File: src/rtl/signed_seq_multiplier.sv
`default_nettype none
// ============================================================================
// Module      : signed_seq_multiplier
// Description : Sequential signed multiplier. It multiplies the magnitudes of
//               two WIDTH-bit two's-complement operands by shift-and-add, one
//               multiplier bit per cycle, then applies the sign. Both sides
//               use a valid/ready handshake and the latency is fixed.
// Ports       : clk        - single clock, rising edge
//               rst_n      - synchronous, active-low reset
//               in_valid   - operands a/b valid this cycle
//               in_ready   - block can accept operands (IDLE only)
//               a, b       - WIDTH-bit signed multiplicand / multiplier
//               out_valid  - product valid, held until accepted
//               out_ready  - consumer accepts the product
//               product    - 2*WIDTH-bit signed product, registered
//               busy       - operation in progress or waiting for the consumer
// Revision    : 1.0 - initial release
// ============================================================================
module signed_seq_multiplier #(
    parameter int WIDTH = 8
) (
    input  logic                 clk,
    input  logic                 rst_n,
    input  logic                 in_valid,
    output logic                 in_ready,
    input  logic [WIDTH-1:0]     a,
    input  logic [WIDTH-1:0]     b,
    output logic                 out_valid,
    input  logic                 out_ready,
    output logic [2*WIDTH-1:0]   product,
    output logic                 busy
);

    localparam int c_PW    = 2 * WIDTH;
    localparam int c_CNT_W = (WIDTH > 1) ? $clog2(WIDTH) : 1;

    localparam logic [c_CNT_W-1:0] c_LAST_CNT = c_CNT_W'(WIDTH - 1);
    localparam logic [WIDTH-1:0]   c_ONE_W    = {{(WIDTH-1){1'b0}}, 1'b1};
    localparam logic [c_PW-1:0]    c_ONE_P    = {{(c_PW-1){1'b0}}, 1'b1};

    // State encoding
    localparam logic [1:0] c_ST_IDLE = 2'd0;
    localparam logic [1:0] c_ST_CALC = 2'd1;
    localparam logic [1:0] c_ST_DONE = 2'd2;

    // ------------------------------------------------------------------------
    // State and datapath registers
    // ------------------------------------------------------------------------
    logic [1:0]         state_q,   state_d;
    logic [WIDTH-1:0]   mcand_q,   mcand_d;
    logic [WIDTH-1:0]   mplier_q,  mplier_d;
    logic [c_PW-1:0]    acc_q,     acc_d;
    logic [c_CNT_W-1:0] cnt_q,     cnt_d;
    logic               neg_q,     neg_d;
    logic [c_PW-1:0]    product_q, product_d;

    // ------------------------------------------------------------------------
    // Operand magnitudes. The most negative value maps onto itself, which is
    // still correct once the result is read as an unsigned WIDTH-bit number.
    // ------------------------------------------------------------------------
    logic [WIDTH-1:0] w_a_mag;
    logic [WIDTH-1:0] w_b_mag;

    assign w_a_mag = a[WIDTH-1] ? (~a + c_ONE_W) : a;
    assign w_b_mag = b[WIDTH-1] ? (~b + c_ONE_W) : b;

    // ------------------------------------------------------------------------
    // Partial-sum adder: acc + (mcand << cnt) when the current multiplier bit
    // is set. The carry out of the top bit is never produced because the
    // magnitude product always fits in 2*WIDTH bits.
    // ------------------------------------------------------------------------
    logic [c_PW-1:0] w_shifted;
    logic [c_PW-1:0] w_addend;
    logic [c_PW-1:0] w_sum;
    logic [c_PW-1:0] w_carry;

    assign w_shifted  = {{WIDTH{1'b0}}, mcand_q} << cnt_q;
    assign w_addend   = mplier_q[0] ? w_shifted : '0;
    assign w_carry[0] = 1'b0;

    for (genvar i = 0; i < c_PW; i++) begin : g_add_bit
        assign w_sum[i] = acc_q[i] ^ w_addend[i] ^ w_carry[i];
        if (i < c_PW - 1) begin : g_carry
            assign w_carry[i+1] = (acc_q[i] & w_addend[i])
                                | (acc_q[i] & w_carry[i])
                                | (w_addend[i] & w_carry[i]);
        end
    end

    // Signed result of the final iteration; a zero magnitude stays zero
    // because ~0 + 1 wraps back to 0.
    logic [c_PW-1:0] w_signed_result;

    assign w_signed_result = neg_q ? (~w_sum + c_ONE_P) : w_sum;

    // ------------------------------------------------------------------------
    // Process 1: state register (and all datapath flops)
    // ------------------------------------------------------------------------
    always_ff @(posedge clk) begin
        if (!rst_n) begin
            state_q   <= c_ST_IDLE;
            mcand_q   <= '0;
            mplier_q  <= '0;
            acc_q     <= '0;
            cnt_q     <= '0;
            neg_q     <= 1'b0;
            product_q <= '0;
        end else begin
            state_q   <= state_d;
            mcand_q   <= mcand_d;
            mplier_q  <= mplier_d;
            acc_q     <= acc_d;
            cnt_q     <= cnt_d;
            neg_q     <= neg_d;
            product_q <= product_d;
        end
    end

    // ------------------------------------------------------------------------
    // Process 2: next-state and datapath update
    // ------------------------------------------------------------------------
    always_comb begin
        state_d   = state_q;
        mcand_d   = mcand_q;
        mplier_d  = mplier_q;
        acc_d     = acc_q;
        cnt_d     = cnt_q;
        neg_d     = neg_q;
        product_d = product_q;

        case (state_q)
            c_ST_IDLE: begin
                if (in_valid) begin
                    mcand_d  = w_a_mag;
                    mplier_d = w_b_mag;
                    neg_d    = a[WIDTH-1] ^ b[WIDTH-1];
                    acc_d    = '0;
                    cnt_d    = '0;
                    state_d  = c_ST_CALC;
                end
            end

            c_ST_CALC: begin
                // One multiplier bit per cycle; always WIDTH iterations so the
                // latency never depends on operand values.
                acc_d    = w_sum;
                mplier_d = mplier_q >> 1;
                cnt_d    = cnt_q + 1'b1;
                if (cnt_q == c_LAST_CNT) begin
                    product_d = w_signed_result;
                    cnt_d     = '0;
                    state_d   = c_ST_DONE;
                end
            end

            c_ST_DONE: begin
                // Product is held until the consumer takes it; it also keeps
                // its value after the handshake.
                if (out_ready) begin
                    state_d = c_ST_IDLE;
                end
            end

            default: begin
                state_d = c_ST_IDLE;
            end
        endcase
    end

    // ------------------------------------------------------------------------
    // Process 3: outputs, decoded from the registered state only
    // ------------------------------------------------------------------------
    always_comb begin
        in_ready  = 1'b0;
        out_valid = 1'b0;
        busy      = 1'b0;
        case (state_q)
            c_ST_IDLE: begin
                in_ready = 1'b1;
            end
            c_ST_CALC: begin
                busy = 1'b1;
            end
            c_ST_DONE: begin
                busy      = 1'b1;
                out_valid = 1'b1;
            end
            default: begin
                in_ready = 1'b0;
            end
        endcase
    end

    assign product = product_q;

endmodule
`default_nettype wire

File: config.mk
export PLATFORM = sky130hd
export DESIGN_NAME = signed_seq_multiplier
export DESIGN_NICKNAME = d
export VERILOG_FILES = /design/src/rtl/signed_seq_multiplier.sv
export SDC_FILE = /design/constraint.sdc
export NUM_CORES = 1
export LEC_CHECK = 0
export ABC_AREA = 1
export CAP_MARGIN = 40
export CORE_ASPECT_RATIO = 1.4
export CORE_UTILIZATION = 50
export DETAILED_ROUTE_END_ITERATION = 8
export PLACE_DENSITY = 0.72
export SLEW_MARGIN = 20
export SYNTH_ARGS = -nofsm -noshare
export SYNTH_HDL_FRONTEND = slang
export SYNTH_SLANG_ARGS = --single-unit
File: constraint.sdc
create_clock -name clk -period 15.2 [get_ports clk]
set_input_delay 1.52 -clock clk [delete_from_list [all_inputs] [get_ports clk]]
set_output_delay 1.52 -clock clk [all_outputs]
set_load 0.005 [all_outputs]
==> results.cfg <==
[place]
placed_area_sq_um = 3880
pre_cts_ws_ns = 7.743
dp_hpwl_um = 5721
gp_congestion = 0.8756
io_buffers = 38

[timing]
timing.hold.ws_ns = 0.4683
finalMaxSlewViolations = 0
rsz0062_at_grt = false
finalSetupViolations = 0
slew_headroom_pct = 53.74
min_period_ns = 7.456
setup_ws_ns = 7.744
finalClockSkew_ns = 0.006761
fmax_ghz = 0.1341
hold_violations = 0
period_share_pct = 49.05
fin_tns_setup_ns = 0
worst_pin_slew_ns = 0.6917

[global_route]
grt_pass1_vias = 3144
grt_max_degree = 31
grt_pass1_wl_um = 13340
antenna_found_initial = 0
grt-ovfl-total = 0
grt_usage_pct = 22.99

[die]
die_y_um = 100.9
start_util_pct = 52.52
io_pins = 39
die_x_um = 72.67
core_area_sq_um = 6656
die_area_sq_um = 7335
rows = 35

[pwr]
p_int_w = 0.0002538
power.switching_w = 0.0001833
p_leak_nw = 1.761
switching_share_pct = 41.93
pwr-share-seq_pct = 39.9
combPwrFrac_pct = 42.1
ir_drop_mv = 0.08952
clkPwrFrac_pct = 18.0
p_per_area_nw_per_um2 = 110.0

[critical_path]
cp.required_ns = 15.42
crit_end = product[15]$_SDFFE_PN0P_
cp_common_cell = fa_1
cp-start-kind = register
worst_ep_arrival_time_ns = 7.68
worstPathMaxFanout = 12
critPathSlowestCell = dfxtp_1
worstSetupStartpoint = cnt_q[0]$_SDFFE_PN0P_
rrSetupSlack_ns = 7.74
crit_buf_inv = 4
critPathTopFamily = adder cells
rr_endpoint = product[15]$_SDFFE_PN0P_
slowest_delay_ns = 0.54
path_depth = 28
reg2reg_depth = 28
endpoint_kind = register
worstSetupPathType = reg2reg
rr_startpoint = cnt_q[0]$_SDFFE_PN0P_

[clock_tree]
cts.sinks = 54
cts_root_buf = clkbuf_8
cts_tree = built
cts_setup_buffers = 0
path_clk_slew_ns = 0.10
ctsHoldBuffers = 0
htreeDepth = 2
clock_latency_ns = 0.31
cts_resized = 0
cts_made_buffers = 5
clock_path_buffers = 2

[route]
via_per_inst = 4.916
postRouteAntennaNets = 0
via_count = 3151
routed_wl_um = 7327
wl_per_cell_um = 11.43
drt_pass1_iterations = 5
drc = 0
drt_iter0_drc = 102

[finish]
stdcell_area_sq_um = 3974
fillers = 703
final_nets = 592
area_delta_synth_final_pct = 13.67
n_antenna_cell = 0
drive_above_1_share_pct = 3.461

[worst_hold_path]
min_path_type = reg2reg
min-delay-start = acc_q[12]$_SDFFE_PN0P_

[run_status]
status = complete, no violations

[synth]
avgSynthCellArea_sq_um = 6.684
yosysUniqueCellTypes = 30
seq_area_frac_synth_pct = 30.92
ys_ff_latch = 54
ys_warn_count = 0
syn_area_sq_um = 3496
syn_inst = 523
syn_nets = 566

[flow_run]
drv_cap = 0
==> kinds of logic (layout without fill, tap and decap cells) <==
family,count (synthesis),in the layout,synth area share [%]
XOR/XNOR,10,10,2.506
AO/OA/AOI/OAI,103,103,16.36
flip-flops,54,54,30.92
buffers and inverters,101,127,12.20
adder cells (fa/ha/maj),23,23,11.24
AND/OR/NAND/NOR,232,232,26.77
==> sequential cells by signal, indices dropped and copies added, names as in the netlist <==
signal,flops
mcand_q,8
neg_q,1
mplier_q,8
cnt_q,3
product,16
acc_q,16
state_q,2
==> placed cells by master (no fill, tap or decap), types with 3 or more instances in the layout <==
| cell type | Yosys | final |
|---|---|---|
| fa_1 | 14 | 14 |
| nand4_1 | 4 | 4 |
| or2_2 | 4 | 4 |
| o211ai_1 | 3 | 3 |
| clkdlybuf4s50_1 | 0 | 38 |
| xor2_1 | 8 | 8 |
| nand2_1 | 128 | 128 |
| inv_1 | 78 | 78 |
| nand3_1 | 32 | 32 |
| o21ai_1 | 4 | 4 |
| ha_1 | 9 | 9 |
| clkbuf_8 | 0 | 5 |
| o22ai_1 | 5 | 5 |
| a21oi_1 | 39 | 39 |
| o21a_1 | 3 | 3 |
| o21ai_0 | 41 | 41 |
| nor2_1 | 61 | 61 |
| dfxtp_1 | 54 | 54 |
==> synthesized netlist by cell type <==
cell      instances  area share (%)
o21ai_1           4            0.57
buf_6             2            0.64
a21oi_1          39             5.6
dfxtp_1          54              31
a31oi_1           2            0.36
a211oi_2          1            0.36
inv_2             2            0.21
or2_2             4            0.72
o221ai_1          1            0.25
xor2_1            8             2.0
nand4_1           4            0.72
fa_1             14             8.0
o21ai_4           1            0.47
nand2_1         128              14
o21ai_2           2            0.50
inv_1            78             8.4
nor2_1           61             6.5
o211ai_1          3            0.64
buf_4             6             1.3
ha_1              9             3.2
o21a_1            3            0.64
nor3_1            2            0.29
a22oi_1           1            0.21
o21ai_0          41             5.9
or2_1             1            0.18
xnor2_1           2            0.50
buf_2             8             1.1
nand3_1          32             4.6
o22ai_1           5            0.89
clkbuf_1          5            0.54
==> how the worst min path moves through the flow <==
stage,endpoint,cells past startpoint
final,acc_q[12]$_SDFFE_PN0P_,2
after detailed placement,acc_q[12]$_SDFFE_PN0P_,2
after global placement,acc_q[7]$_SDFFE_PN0P_,2
after CTS,acc_q[12]$_SDFFE_PN0P_,2
after global routing,acc_q[4]$_SDFFE_PN0P_,2
after floorplan,acc_q[14]$_SDFFE_PN0P_,2
==> per-layer routing <==
metal	wire length, um	GRT usage (%)
met2	3768	42.63
met3	221	3.500
met5	0	0
met1	3191	26.08
met4	145	8.446
==> power groups by stage <==
stage | clock (W) | combinational (W) | sequential (W)
final | 0.0000786 | 0.000184 | 0.000175
after floorplan | 0 | 0.000150 | 0.000170
after detailed placement | 0 | 0.000184 | 0.000178
after global routing | 0.0000870 | 0.000211 | 0.000178
after global placement | 0 | 0.000181 | 0.000177
after CTS | 0.0000804 | 0.000185 | 0.000174
==> through the flow <==
stage	util, %	std cells	power, W
after CTS	59.47	640	0.0004400
final	59.70	641	0.0004371
after global routing	59.70	641	0.0004760
after detailed placement	58.29	633	0.0003617
after global placement	58.06	632	0.0003584
after floorplan	-	523	0.0003197
==> cell type report <==
type	count	area [sq um]	area share, %
multi-input cells	368	1988	50.03
inverters	80	300.3	7.557
well taps	92	115.1	2.897
clock buffers	5	68.82	1.732
clock inverters	2	10.01	0.2519
flip-flops and latches	54	1081	27.20
repair buffers	40	410.4	10.33
==> worst min-delay path, delay by kind of cell, from the launching register on <==
kind	cells	cell delay (ns)
flops	1	0.32
compound gates	1	0.05
simple gates	1	0.06
No activity file was read; power rests on OpenSTA's default activity.
